<file path="src/rtl/lap_pkg.sv">
// lap_pkg: shared types and defaults for the lap split-time recorder
package lap_pkg;
  localparam int DEPTH_DEF = 8;
  localparam int TIME_W_DEF = 24;
  typedef enum logic {LIVE, RECALL} state_t;
  typedef logic [5:0][3:0] bcd_time_t;
endpackage

</file>
<file path="src/rtl/lap_mem.sv">
// lap_mem: DEPTH x TIME_W register file, sync write, async read, no storage reset
module lap_mem
  import lap_pkg::*;
#(
  parameter int DEPTH = DEPTH_DEF,
  parameter int TIME_W = TIME_W_DEF
) (
  input  logic                     clk,
  input  logic                     we,
  input  logic [$clog2(DEPTH)-1:0] waddr,
  input  logic [TIME_W-1:0]        wdata,
  input  logic [$clog2(DEPTH)-1:0] raddr,
  output logic [TIME_W-1:0]        rdata
);
  logic [TIME_W-1:0] mem [DEPTH];
  always_ff @(posedge clk)
    if (we) mem[waddr] <= wdata;
  assign rdata = mem[raddr];
endmodule

</file>
<file path="src/rtl/lap_ctrl.sv">
// lap_ctrl: captures lap times into a buffer and sequences their recall to the display
module lap_ctrl
  import lap_pkg::*;
#(
  parameter int DEPTH = DEPTH_DEF,
  parameter int TIME_W = TIME_W_DEF
) (
  input  logic                       clk,
  input  logic                       rst,
  input  logic                       en_i,
  input  logic [TIME_W-1:0]          time_i,
  input  logic                       lap_i,
  input  logic                       recall_i,
  input  logic                       clear_i,
  output logic [TIME_W-1:0]          time_o,
  output logic [$clog2(DEPTH)-1:0]   idx_o,
  output logic [$clog2(DEPTH+1)-1:0] count_o,
  output logic                       recall_o,
  output logic                       full_o
);
  localparam int IW = $clog2(DEPTH);
  localparam int CW = $clog2(DEPTH+1);
  state_t state_q, state_d;
  logic [IW-1:0] idx_q, idx_d;
  logic [CW-1:0] count_q, count_d;
  logic [TIME_W-1:0] time_q, time_d, rdata;
  logic full_q, full_d, cap, rec, last;
  lap_mem #(.DEPTH(DEPTH), .TIME_W(TIME_W)) u_mem (
    .clk  (clk),
    .we   (cap),
    .waddr(count_q[IW-1:0]),
    .wdata(time_i),
    .raddr(idx_q),
    .rdata(rdata)
  );
  always_comb begin
    cap     = lap_i & en_i & ~full_q & ~clear_i;
    rec     = recall_i & ~cap & ~clear_i;
    last    = CW'(idx_q) == count_q - 1'b1;
    state_d = clear_i ? LIVE
            : !rec ? state_q
            : state_q == LIVE ? (count_q != '0 ? RECALL : LIVE)
            : last ? LIVE : RECALL;
    idx_d   = clear_i ? '0
            : rec && state_q == RECALL ? (last ? '0 : idx_q + 1'b1)
            : idx_q;
    count_d = clear_i ? '0 : cap ? count_q + 1'b1 : count_q;
    full_d  = count_d == CW'(DEPTH);
    time_d  = state_q == RECALL ? rdata : time_i;
  end
  always_ff @(posedge clk or posedge rst)
    if (rst) begin
      state_q <= LIVE;
      idx_q   <= '0;
      count_q <= '0;
      full_q  <= 1'b0;
      time_q  <= '0;
    end else begin
      state_q <= state_d;
      idx_q   <= idx_d;
      count_q <= count_d;
      full_q  <= full_d;
      time_q  <= time_d;
    end
  assign time_o   = time_q;
  assign idx_o    = idx_q;
  assign count_o  = count_q;
  assign recall_o = state_q == RECALL;
  assign full_o   = full_q;
endmodule

</file>
<file path="config.mk">
export PLATFORM = sky130hd
export DESIGN_NAME = lap_ctrl
export DESIGN_NICKNAME = d
export VERILOG_FILES = /design/src/rtl/lap_pkg.sv /design/src/rtl/lap_mem.sv /design/src/rtl/lap_ctrl.sv
export SDC_FILE = /design/constraint.sdc
export NUM_CORES = 1
export LEC_CHECK = 0
export BUFFER_PORTS_ARGS = -buffer_cell sky130_fd_sc_hd__buf_2
export CAP_MARGIN = 20
export CELL_PAD_IN_SITES_DETAIL_PLACEMENT = 0
export CELL_PAD_IN_SITES_GLOBAL_PLACEMENT = 1
export CORE_UTILIZATION = 56
export DETAILED_ROUTE_END_ITERATION = 10
export PLACE_DENSITY = 0.84
export SLEW_MARGIN = 30
export SYNTH_ARGS = -nofsm -noshare
export SYNTH_HDL_FRONTEND = slang
export SYNTH_SLANG_ARGS = --single-unit
</file>
<file path="constraint.sdc">
create_clock -name clk -period 6.01 [get_ports clk]
set_input_delay 0.9015 -clock clk [delete_from_list [all_inputs] [get_ports clk]]
set_output_delay 0.9015 -clock clk [all_outputs]
set_load 0.01 [all_outputs]
</file>
======== Word-level counts from Yosys, hierarchy flattened ========
Memories as Yosys holds them, arrays and structs flattened.
Cells that the tools add are included.
word-level totals
  bits in registers ....................... 33
  bits in writable memories ............... 192
  bits of input ports ..................... 30
  output and inout port bits .............. 33
  memories kept ........................... 1
memory list
  name       words  bits a word  read ports  clocked after Yosys merged registers in  wr ports  RTL line       text
  u_mem.mem  8      24           1           0                                        1         lap_mem.sv:15  logic [TIME_W-1:0] mem [DEPTH];
cells by class
  $add $sub $neg .......................... 3
  eq/ne operators ......................... 2
  mux-type cells .......................... 13
  bitwise gates (word level) .............. 8
  reduce and logical (&&, ||, !) cells .... 4
operators by type and width
  cell                                              count
  two-way mux 24 bit                                1
  two-way mux 3 bit                                 3
  two-way mux 4 bit                                 2
  two-way mux 1 bit                                 7
  AND 1 bit                                         5
  adder 4 x 1 -> 4 bit, second input constant       1
  == test 3 x 4 -> 1 bit                            1
  == test 4 bit, second input constant              1
  nonzero test 2 bit                                2
  nonzero test 4 bit                                1
  subtractor 4 x 1 -> 4 bit, second input constant  1
  adder 3 x 1 -> 3 bit, second input constant       1
  NOT 1 bit                                         3
  logical AND 1 bit                                 1

======== Logic depth before layout (Yosys ltp) ========
Gate-level depths: netlist of the first run.
  word-level depth ........................ 9
  mapped depth ............................ 6

======== Hierarchy ========
Synthesis of the first run repeated with hierarchy kept, for this count alone.
unflattened totals
  cells, all modules ...................... 399
  area total of the unflattened synthesis .. 8787.2 µm²
modules (own cells, without submodules)
  module    instances  cells each  area an instance (µm²)  seq. area each (µm²)
  lap_mem   1          290         7317.0                  5765.5
  lap_ctrl  1          109         1470.2                  825.8

======== Least setup slack after synthesis of the first run ========
No wires, ideal clock.
  path kind ............................... input port to flip-flop
  start ................................... in en_i
  end ..................................... mem u_mem.mem[0][0] (netlist bit), enable pin
  setup time .............................. 0.435 ns
  arrival time ............................ 3.115 ns
  required time ........................... 5.575 ns
  path slack .............................. 2.460 ns
  stages .................................. 3
  buffers on the path ..................... 0
  path through ............................ nand3b_1 -> or3_1 -> nor3_1
on the way
  cells in the longest elaborated chain, start to end .. 5
RTL lines
  what                                     RTL line        text
  start, declared                          lap_ctrl.sv:10  input logic en_i,
  AND 1 bit (3 in a row)                   lap_ctrl.sv:37  cap = lap_i & en_i & ~full_q & ~clear_i;
  two-way mux 1 bit                        lap_mem.sv:17   if (we) mem[waddr] <= wdata;
  two-way mux 1 bit (not written as such)  lap_mem.sv:17
  end, declared                            lap_mem.sv:15
Every way passes these cells.

======== Worst setup path after layout of the first run ========
  start ................................... reg state_q, in the netlist recall_o
  end ..................................... out recall_o
RTL lines
  what                    RTL line        text
  start, declared         lap_ctrl.sv:23  state_t state_q, state_d;
  start signal, assigned  lap_ctrl.sv:59  state_q <= state_d;
  end, declared           lap_ctrl.sv:18  output logic recall_o,
No word-level cell between the ends.

==> results by group, run 1 <==
Status
  • Status: finished, final reports clean

Power and ir drop
  • Pwr dens: 331 nW/um2
  • Leakage: 3.43 nW
  • Worst vdd ir: 262 uV

Clocking
  • CTS resizes: 0
  • Number of buffers created by CTS: 23
  • CTS sink cnt: 225
  • Hold bufs inserted after CTS: 0
  • Clock slew at reported path FFs: 0.06 ns
  • H-tree Lvls: 1
  • Skew-Pair Late Insertion Delay: 0.50 ns
  • Longest Clk Path Bufs: 3
  • TritonCTS clock tree: built
  • Post-CTS Setup Inserts: 0
  • Root Buffer: clkbuf_16

Yosys
  • Cells after Synth: 456
  • EDFF count, synth: 192
  • Syn nets: 489
  • Synth Warn #: 0
  • Synth Flop Type: edfxtp_1
  • Synth Register Bits: 225
  • Post-synth ARST share: 0.147
  • Sequential share of the synthesized area: 0.764
  • Mapped cell area: 8630 um2
  • Unique masters post-synth: 36
  • Synthesized area per cell: 18.9 um2

Routing
  • DRT antenna net count: 0
  • Initial DRC count: 350
  • DRT Wirelength: 16.4 mm
  • Wire per inst: 22.3 um
  • DRC: 0
  • Vias: 4342
  • Drt pass-1 iters: 4
  • Vias/cell: 5.91

Global routing
  • Tot GR Track Use: 0.220
  • First-pass GRT wire length: 25.5 mm
  • Vias in the first global route: 4466
  • Largest net degree at the start of global routing: 53
  • Initial antenna violation count: 1
  • Remaining Overflow, GRT: 0

Setup path
  • Crit end category: output pin
  • Reg-to-reg critical path endpoint: u_mem.mem[5][9]
  • R2R setup slack: 3.70 ns
  • Max stage delay on crit path: 0.87 ns
  • Worst setup SP type: flop
  • FF-to-FF Start: full_o
  • Crit path DAT: 2.03 ns
  • Worst EP required: 5.11 ns
  • Largest fanout on the critical path: 28
  • Cells along the critical path: buf_4 > buf_2
  • Reg2Reg Depth: 4
  • Setup CP Type: reg2out
  • Worst path slowest cell: dfrtp_1

STA
  • Fmax: 341 MHz
  • Post-Route Skew: 0.00645 ns
  • Worst slew margin: 0.452
  • Fin crit share: 0.488
  • Final worst path period need: 2.93 ns
  • Hold slack: 0.523 ns
  • RSZ-0062 raised after global routing: no
  • Final hold vios: 0
  • Setup TNS: 0 ns
  • Pins over their slew limit: 0
  • Worst slew pin tran: 0.821 ns
  • Final setup viols: 0

Floorplan
  • I/O pin total: 63
  • Floorplan row count: 45
  • Core area: 15100 um2
  • Die height: 126 um
  • Initial Util: 0.570
  • Die Area: 15900 um2
  • Chip Width: 126 um

Final layout
  • Fill count: 978
  • Layout Nets: 565
  • Area Growth Syn to Fin: 15.8%
  • # diodes: 0
  • Share of layout cells above drive strength 1: 0.318

Placement
  • Post-DP HPWL: 8.88 mm
  • Routability-driven placement congestion ratio: 0.754
  • # port buffers: 62

Worst hold path
  • Worst Hold Class: in2async

Flow run
  • Max cap viols: 0
-- layer usage --
| metal | track usage | part of all wire | up-vias |
|---|---|---|---|
| met3 | 0.0353 | 0.074 | 19 |
| met1 | 0.309 | 0.40 | 2222 |
| met5 | 0 | 0.00061 | - |
| met2 | 0.363 | 0.51 | 158 |
| met4 | 0.0617 | 0.016 | 2 |
| li1 | - | - | 1941 |
-- synthesized netlist by cell type, drive strengths merged (3+ instances only) --
cell    number  area share
nor3         4      0.0023
nor2        36       0.016
buf         12      0.0091
dfrtp       33       0.096
nand2       54       0.023
or3          4      0.0035
a31oi       26       0.019
ha           3      0.0043
mux4        48        0.13
clkbuf      14      0.0061
inv          5      0.0022
edfxtp     192        0.67
-- placed cells by master (no fill, tap or decap), types with 2 or more instances in the layout --
| master | synthesis | final |
|---|---|---|
| a31oi_1 | 26 | 26 |
| ha_1 | 3 | 3 |
| buf_2 | 6 | 62 |
| o2111ai_1 | 2 | 2 |
| clkinv_2 | 0 | 3 |
| bufinv_16 | 0 | 4 |
| nor3_1 | 4 | 2 |
| or3_1 | 3 | 3 |
| clkbuf_1 | 14 | 5 |
| clkinvlp_4 | 0 | 2 |
| edfxtp_1 | 192 | 192 |
| nor3_2 | 0 | 2 |
| xnor2_1 | 2 | 2 |
| mux4_2 | 48 | 48 |
| nor2_1 | 35 | 30 |
| nand2b_1 | 2 | 2 |
| nor2_2 | 1 | 6 |
| buf_4 | 5 | 14 |
| nand3b_1 | 2 | 2 |
| nand2_1 | 54 | 54 |
| dfrtp_1 | 33 | 31 |
| xor2_1 | 2 | 2 |
| inv_1 | 5 | 5 |
| clkbuf_16 | 0 | 23 |
-- critical path: cells and delay by family (launching register included) --
kind                   cells  cell delay [ns]
flip-flops                 1             0.87
buffers and inverters      2             0.65
-- registers in the layout, summed over array words and instances (netlist names) --
signal / count
idx_o: 3
recall_o: 1
full_o: 1
u_mem.mem: 192
count_o: 4
time_o: 24
-- cells by family (layout without fill, tap and decap cells) --
logic type,count (synthesis),count (layout),synth area share
and+or+nand+nor,108,108,0.0541
DFF,225,225,0.764
AOI/OAI and AO/OA,34,34,0.0270
buffers and inverters,32,123,0.0178
xor gates and xnor gates,5,5,0.00667
adders and majority gates,3,3,0.00435
muxes,49,49,0.126
-- cell type report --
cell class | count | area, um2 | share of cell area
flip-flops and latches | 225 | 6600 | 0.660
well taps | 188 | 235 | 0.0235
clock inverters | 11 | 170 | 0.0170
inverters | 6 | 22.5 | 0.00225
clock buffers | 29 | 608 | 0.0609
multi-input cells | 199 | 1920 | 0.192
repair buffers | 77 | 443 | 0.0443
-- stage by stage --
stage	util	instances	setup slack [ns]	power (mW)	instance area, um2
after floorplan	-	456	2.46	1.82	8630
after global placement	0.607	694	3.19	1.88	9190
after detailed placement	0.608	695	3.16	1.88	9210
after CTS	0.660	735	3.04	3.34	9990
after global routing	0.660	735	2.95	3.40	9990
final	0.660	735	3.08	3.31	9990
-- worst max-delay path by stage --
stage	from	end
3_3_place_gp	en_i	u_mem.mem[5][5]
5_1_grt	recall_o	recall_o
3_5_place_dp	lap_i	u_mem.mem[5][6]
4_1_cts	recall_o	recall_o
2_1_floorplan	en_i	u_mem.mem[0][0]
6_report	recall_o	recall_o
-- power breakdown --
part | internal [mW] | total, mW | switching [mW]
Clock | 0.892 | 1.46 | 0.565
Combinational | 0.0454 | 0.119 | 0.0734
Sequential | 1.72 | 1.73 | 0.0125
Total | 2.66 | 3.31 | 0.651
Power figures use the tool's default switching activity.
==> run 2, diff against run 1 <==
--- a/config.mk
+++ b/config.mk
@@ -5,13 +5,14 @@
 export SDC_FILE = /design/constraint.sdc
 export NUM_CORES = 1
 export LEC_CHECK = 0
+export ABC_AREA = 1
 export BUFFER_PORTS_ARGS = -buffer_cell sky130_fd_sc_hd__buf_2
 export CAP_MARGIN = 20
 export CELL_PAD_IN_SITES_DETAIL_PLACEMENT = 0
 export CELL_PAD_IN_SITES_GLOBAL_PLACEMENT = 1
-export CORE_UTILIZATION = 56
+export CORE_UTILIZATION = 49
 export DETAILED_ROUTE_END_ITERATION = 10
-export PLACE_DENSITY = 0.84
+export PLACE_DENSITY = 0.79
 export SLEW_MARGIN = 30
 export SYNTH_ARGS = -nofsm -noshare
 export SYNTH_HDL_FRONTEND = slang
==> constraint.sdc (replaced) <==
create_clock -name clk -period 2.7 [get_ports clk]
set_input_delay 0.405 -clock clk [delete_from_list [all_inputs] [get_ports clk]]
set_output_delay 0.405 -clock clk [all_outputs]
set_load 0.01 [all_outputs]
==> run 2 against run 1 <==
  * Power grew 120%
  * Highest routed layer is now met4
  * Critical path type unchanged
  * Sequential share of layout area is 1.5 points lower
  * Register-to-register slack got worse by 2.8 ns
==> results by group, run 2 <==
Status
  • Status: finished, final reports clean

Clocking
  • H-tree Lvls: 1 (unchanged)
  • Hold bufs inserted after CTS: 0 (unchanged)
  • CTS sink cnt: 225 (unchanged)
  • Clock slew at reported path FFs: 0.06 ns (about the same)
  • CTS resizes: 0 (unchanged)
  • Longest Clk Path Bufs: 3 (unchanged)
  • Number of buffers created by CTS: 24 (+4.3%)
  • Root Buffer: clkbuf_16
  • TritonCTS clock tree: built
  • Skew-Pair Late Insertion Delay: 0.51 ns (about the same)
  • Post-CTS Setup Inserts: 0 (unchanged)

Floorplan
  • Core area: 18000 um2 (+19%)
  • Initial Util: 0.499 (-0.0711)
  • Die height: 137 um (+8.8%)
  • Die Area: 18800 um2 (+18%)
  • Chip Width: 137 um (+8.8%)
  • Floorplan row count: 49 (+8.9%)
  • I/O pin total: 63 (unchanged)

Global routing
  • Remaining Overflow, GRT: 0 (unchanged)
  • Tot GR Track Use: 0.215 (-0.00502)
  • Largest net degree at the start of global routing: 101 (+91%)
  • Initial antenna violation count: 0 (-1)
  • First-pass GRT wire length: 30.4 mm (+19%)
  • Vias in the first global route: 5582 (+25%)

Setup path
  • Worst EP required: 2.30 ns (-2.81 ns)
  • Reg-to-reg critical path endpoint: u_mem.mem[5][8]
  • R2R setup slack: 0.90 ns (-2.80 ns)
  • Crit end category: output pin
  • Reg2Reg Depth: 6 (+2)
  • Setup CP Type: reg2out
  • Worst setup SP type: flop
  • FF-to-FF Start: full_o
  • Largest fanout on the critical path: 100 (+260%)
  • Crit path DAT: 1.52 ns (-0.51 ns)

Routing
  • Initial DRC count: 494 (+41%)
  • Wire per inst: 18.6 um (-17%)
  • DRC: 0 (unchanged)
  • Vias: 5673 (+31%)
  • DRT Wirelength: 19.6 mm (+19%)
  • Vias/cell: 5.39 (-8.8%)
  • Drt pass-1 iters: 7 (+3)
  • DRT antenna net count: 0 (unchanged)

Placement
  • Routability-driven placement congestion ratio: 0.814 (+8.0%)
  • # port buffers: 62 (unchanged)
  • Post-DP HPWL: 10.4 mm (+17%)
  • Pre-CTS setup slack: 0.812 ns (-2.35 ns)

Power and ir drop
  • Worst vdd ir: 533 uV (+100%)
  • Net Sw Frac: 0.208 (+0.0111)
  • Pwr dens: 712 nW/um2 (+120%)
  • Comb pwr share: 0.046 (+0.010)
  • Clk network pwr share: 0.425 (-0.015)
  • Leakage: 3.80 nW (+11%)
  • Switching power: 1.51 mW (+130%)
  • Total Power Consumption: 7.28 mW (+120%)
  • Reg power frac: 0.529 (+0.005)
  • Total internal power: 5.77 mW (+120%)

Final layout
  • Leading cell type in the layout, fill and taps excluded: edfxtp_1
  • Share of layout cells above drive strength 1: 0.146 (-0.172)
  • Most frequent cells in the layout: edfxtp_1, nor2_1, nand2_1
  • Layout Nets: 840 (+49%)
  • Number of flip-flops under the largest register name: 192 (unchanged)
  • # diodes: 0 (unchanged)
  • Area Growth Syn to Fin: 14.0%
  • Biggest register: u_mem.mem

Yosys
  • Post-synth ARST share: 0.147 (unchanged)
  • Sequential share of the synthesized area: 0.736 (-0.0280)
  • Cells after Synth: 744 (+63%)
  • Synth Flop Type: edfxtp_1
  • Syn nets: 777 (+59%)
  • Mapped cell area: 8960 um2 (+3.8%)
  • Post-synth top cells: edfxtp_1, nor2_1, nand2_1
  • Largest cells by area after synthesis: edfxtp_1, dfrtp_1, nor2_1
  • Synth Warn #: 0 (unchanged)
  • Top-area cell type share of the netlist area: 0.643 (-0.0245)
  • Leading area contributor after synthesis: edfxtp_1
  • EDFF count, synth: 192 (unchanged)
  • Unique masters post-synth: 25 (-31%)
  • Synthesized area per cell: 12.0 um2 (-36%)
  • Top-count cell post-synth: edfxtp_1
  • Synth Register Bits: 225 (unchanged)

STA
  • Fin worst setup slack: 0.780 ns (-2.30 ns)
  • Final setup viols: 0 (unchanged)
  • Fmax: 521 MHz
  • Worst slew pin tran: 0.729 ns (-0.0920 ns)
  • Fin crit share: 0.711
  • Pins over their slew limit: 0 (unchanged)
  • Final hold vios: 0 (unchanged)
  • Final worst path period need: 1.92 ns
  • Setup TNS: 0 ns (unchanged)
  • RSZ-0062 raised after global routing: no
  • Worst slew margin: 0.514 (+0.0614)
  • Post-Route Skew: 0.0118 ns (+0.00534 ns)

Worst hold path
  • Worst Hold Class: in2async

Flow run
  • Max cap viols: 0 (unchanged)
run 2: cell count changes after synthesis, sizes merged, moves of 18 or more:
cell    change
buf        +18
a31oi      -26
o211ai     +25
o21ai      +95
nor2      +147
mux4       -48
nand2      +30
nand3      +60
run 2: power groups by stage:
stage,sequential [mW],clock [mW],combinational [mW]
after floorplan,3.94,0,0.163
after global placement,3.92,0,0.331
after detailed placement,3.92,0,0.340
after CTS,3.85,3.16,0.341
after global routing,3.85,3.28,0.377
final,3.85,3.09,0.337
run 2: how the worst max path moves through the flow:
stage | from | end | slack (ns) | cells past startpoint
2_1_floorplan | full_o | u_mem.mem[1][0] | 0.43 | 5
3_3_place_gp | lap_i | u_mem.mem[6][14] | 0.87 | 6
3_5_place_dp | lap_i | u_mem.mem[5][14] | 0.81 | 6
4_1_cts | idx_o[0] | idx_o[0] | 0.73 | 2
5_1_grt | idx_o[0] | idx_o[0] | 0.69 | 2
6_report | idx_o[0] | idx_o[0] | 0.78 | 2
run 2: critical path, stage by stage, from the launching register on:
cell and delay, ns:
dfrtp_2 0.42, buf_12 0.37, buf_2 0.22
run 2: final cells by class:
type	count	area, um2
fill	1483	7740
sequential	225	6590
tap	229	287
clock inverter	4	58.8
timing repair buffer	78	443
multi-input combinational	458	2070
inverter	20	82.6
clock buffer	39	687
run 2: per-stage QoR:
| step | instance area [um2] | util | std cells | hold slack (ns) |
|---|---|---|---|---|
| final | 10200 | 0.569 | 1053 | 0.0157 |
| after global placement | 9470 | 0.527 | 1010 | 0.548 |
| after floorplan | 8960 | - | 744 | 0.504 |
| after detailed placement | 9470 | 0.527 | 1010 | 0.559 |
| after CTS | 10200 | 0.569 | 1053 | 0.0264 |
| after global routing | 10200 | 0.569 | 1053 | 0.0580 |
run 2: kinds of logic after synthesis:
kind of cell	synth area share
flip-flops	0.736
AND/OR/NAND/NOR	0.147
buffers and inverters	0.0357
AO/OA/AOI/OAI	0.0762
XOR/XNOR	0.000978
adder cells (fa/ha/maj)	0.00419
run 2: layer usage:
metal | track usage | wire [um] | vias to the layer above
li1 | - | - | 2740
met1 | 0.294 | 8490 | 2760
met2 | 0.364 | 9930 | 147
met3 | 0.0294 | 803 | 26
met4 | 0.0531 | 340 | 0
met5 | 0 | 0 | -
==> run 3, diff against run 2 <==
--- a/config.mk
+++ b/config.mk
@@ -5,12 +5,12 @@
 export SDC_FILE = /design/constraint.sdc
 export NUM_CORES = 1
 export LEC_CHECK = 0
-export ABC_AREA = 1
+export ABC_AREA = 0
 export BUFFER_PORTS_ARGS = -buffer_cell sky130_fd_sc_hd__buf_2
 export CAP_MARGIN = 20
 export CELL_PAD_IN_SITES_DETAIL_PLACEMENT = 0
 export CELL_PAD_IN_SITES_GLOBAL_PLACEMENT = 1
-export CORE_UTILIZATION = 49
+export CORE_UTILIZATION = 52
 export DETAILED_ROUTE_END_ITERATION = 10
 export PLACE_DENSITY = 0.79
 export SLEW_MARGIN = 30
==> constraint.sdc (replaced) <==
create_clock -name clk -period 1.95 [get_ports clk]
set_input_delay 0.2925 -clock clk [delete_from_list [all_inputs] [get_ports clk]]
set_output_delay 0.2925 -clock clk [all_outputs]
set_load 0.01 [all_outputs]
==> run 3 against run 2 <==
  * First-iteration DRC count shrank 34%
  * Design area grew 0.95%
  * Setup slack lost 0.66 ns
  * Non-clock buffer count grew 11
  * Combinational power grew 18%
  * Flip-flop and latch count is the same
  * Clock power grew 50%
  * Worst hold slack gained 0.056 ns
  * Register-to-register slack lost 0.78 ns
  * Clock skew grew 0.0068 ns
==> results by group, run 3 (synthesis gave the netlist of run 1 again) <==
Final layout
  • # diodes: 0 (unchanged)
  • Number of flip-flops under the largest register name: 192 (unchanged)
  • Most frequent cells in the layout: edfxtp_1, buf_2, nand2_1
  • Area Growth Syn to Fin: 19.5%
  • Share of layout cells above drive strength 1: 0.340 (+0.195)
  • Fin cells: 777 (-26%)
  • Leading cell type in the layout, fill and taps excluded: edfxtp_1
  • Layout Nets: 577 (-31%)
  • Fin util: 0.642 (+0.0736)
  • Biggest register: u_mem.mem

Clocking
  • Root Buffer: clkbuf_16
  • CTS sink cnt: 225 (unchanged)
  • Number of buffers created by CTS: 23 (-4.2%)
  • TritonCTS clock tree: built
  • CTS resizes: 0 (unchanged)
  • Longest Clk Path Bufs: 3 (unchanged)
  • H-tree Lvls: 1 (unchanged)
  • Clock slew at reported path FFs: 0.07 ns (about the same)
  • Skew-Pair Late Insertion Delay: 0.51 ns (about the same)

Power and ir drop
  • Worst vdd ir: 650 uV (+22%)
  • Leakage: 3.55 nW (-6.4%)
  • Pwr dens: 1000 nW/um2 (+41%)

STA
  • Pins over their slew limit: 0 (unchanged)
  • Final hold vios: 0 (unchanged)
  • RSZ-0062 raised after global routing: no
  • Fin worst setup slack: 0.119 ns (-0.661 ns)
  • Worst slew margin: 0.656 (+0.143)
  • Fmax: 546 MHz
  • Final worst path period need: 1.83 ns
  • Final setup viols: 0 (unchanged)
  • Fin crit share: 0.939
  • Worst slew pin tran: 0.515 ns (-0.214 ns)
  • Hold slack: 0.0717 ns (+0.0561 ns)
  • Post-Route Skew: 0.0186 ns (+0.00681 ns)

Routing
  • Wire per inst: 21.4 um (+15%)
  • Vias: 4318 (-24%)
  • Vias/cell: 5.56 (+3.2%)
  • Drt pass-1 iters: 4 (-3)
  • Initial DRC count: 326 (-34%)
  • DRT Wirelength: 16.6 mm (-15%)
  • DRT antenna net count: 0 (unchanged)
  • DRC: 0 (unchanged)

Floorplan
  • Floorplan row count: 46 (-6.1%)
  • Die Area: 17100 um2 (-9.1%)
  • Core area: 16100 um2 (-11%)
  • Chip Width: 131 um (-4.7%)
  • I/O pin total: 63 (unchanged)
  • Die height: 131 um (-4.7%)
  • Initial Util: 0.537 (+0.0387)

Setup path
  • Bufs and invs on worst path: 1 (-1)
  • Crit path DAT: 2.02 ns (+0.50 ns)
  • Max stage delay on crit path: 0.43 ns (about the same)
  • R2R setup slack: 0.12 ns (-0.78 ns)
  • Worst path slowest cell: or3_4
  • Crit end category: flop
  • Worst setup SP type: flop
  • Largest fanout on the critical path: 24 (-76%)
  • CP delay by family, top: simple AND/OR/NAND/NOR gates
  • Worst EP required: 2.14 ns (-0.16 ns)
  • Cells along the critical path: nand3b_1 > or3_4 > nor3_4 > buf_12
  • Setup CP Type: reg2reg

Placement
  • Post-DP HPWL: 9.80 mm (-5.4%)
  • Routability-driven placement congestion ratio: 0.775 (-4.8%)
  • Pre-CTS setup slack: 0.146 ns (-0.666 ns)
  • DP Cell Count: 734 (-27%)
  • # port buffers: 62 (unchanged)

Global routing
  • Tot GR Track Use: 0.207 (-0.00766)
  • First-pass GRT wire length: 25.7 mm (-15%)
  • Remaining Overflow, GRT: 0 (unchanged)
  • Initial antenna violation count: 0 (unchanged)
  • Largest net degree at the start of global routing: 42 (-58%)
  • Vias in the first global route: 4465 (-20%)

Status
  • Status: finished, final reports clean

Flow run
  • Max cap viols: 0 (unchanged)

Worst hold path
  • Worst Hold Class: in2reg
## run 3: cell types whose count changed in the layout (fill, tap and decap cells not counted), moves of 11 or more
cell      change
nor2_1      -145
o21ai_0      -66
nand3_1      -60
mux4_2       +48
nand2_1      -31
o21ai_1      -29
a31oi_1      +26
o211ai_1     -25
inv_1        -11
## run 3: power by group
part / leakage [nW] / switching (mW) / total (mW) / internal, mW
logic: 1.03 / 0.244 / 0.397 / 0.153
registers: 2.13 / 0.0295 / 5.33 / 5.30
clock network: 0.401 / 1.74 / 4.63 / 2.89
total: 3.55 / 2.01 / 10.4 / 8.35
## run 3: what timing repair did
action	4_1_cts	5_1_grt
buffers inserted	0	0
hold buffers	1	0
endpoints found under the hold margin	33	0
## run 3: final cells by class
type	count	area, um2
timing repair buffer	89	653
inverter	6	22.5
multi-input combinational	199	1960
tap	216	270
sequential	225	6600
fill	1070	5740
clock buffer	32	659
clock inverter	10	156
## run 3: stage by stage
step / cell area [um2] / TNS [ns] / total power [mW]
6_report: 10300 / 0 / 10.4
5_1_grt: 10300 / 0 / 10.7
3_5_place_dp: 9490 / 0 / 5.83
2_1_floorplan: 8700 / -24.84 / 5.63
4_1_cts: 10300 / 0 / 10.4
3_3_place_gp: 9490 / 0 / 5.82
## run 3: path summary, 6_finish.rpt
path	startpoint	endpoint	cells after the start
worst max-delay path	full_o	u_mem.mem[0][4]	4
worst min-delay path	time_i[11]	u_mem.mem[1][11]	1
worst max register to register	full_o	u_mem.mem[0][4]	4
worst min register to register	idx_o[1]	idx_o[1]	2
max in group asynchronous	rst	idx_o[0]	4
min in group asynchronous	rst	time_o[14]	4
## run 3: worst reg2reg max path: cells and delay by family, from the launching register on
family / cells / cell delay (ns)
buf+inv: 1 / 0.22
simple gates: 3 / 0.90
flops: 1 / 0.39
## run 3: layer usage
layer / GRT usage / share of wire / wire, um / up-vias
met1: 0.295 / 0.44 / 7250 / 2203
li1: - / - / - / 1970
met2: 0.327 / 0.49 / 8070 / 124
met5: 0 / 0 / 0 / -
met3: 0.0448 / 0.064 / 1070 / 21
met4: 0.0561 / 0.013 / 224 / 0
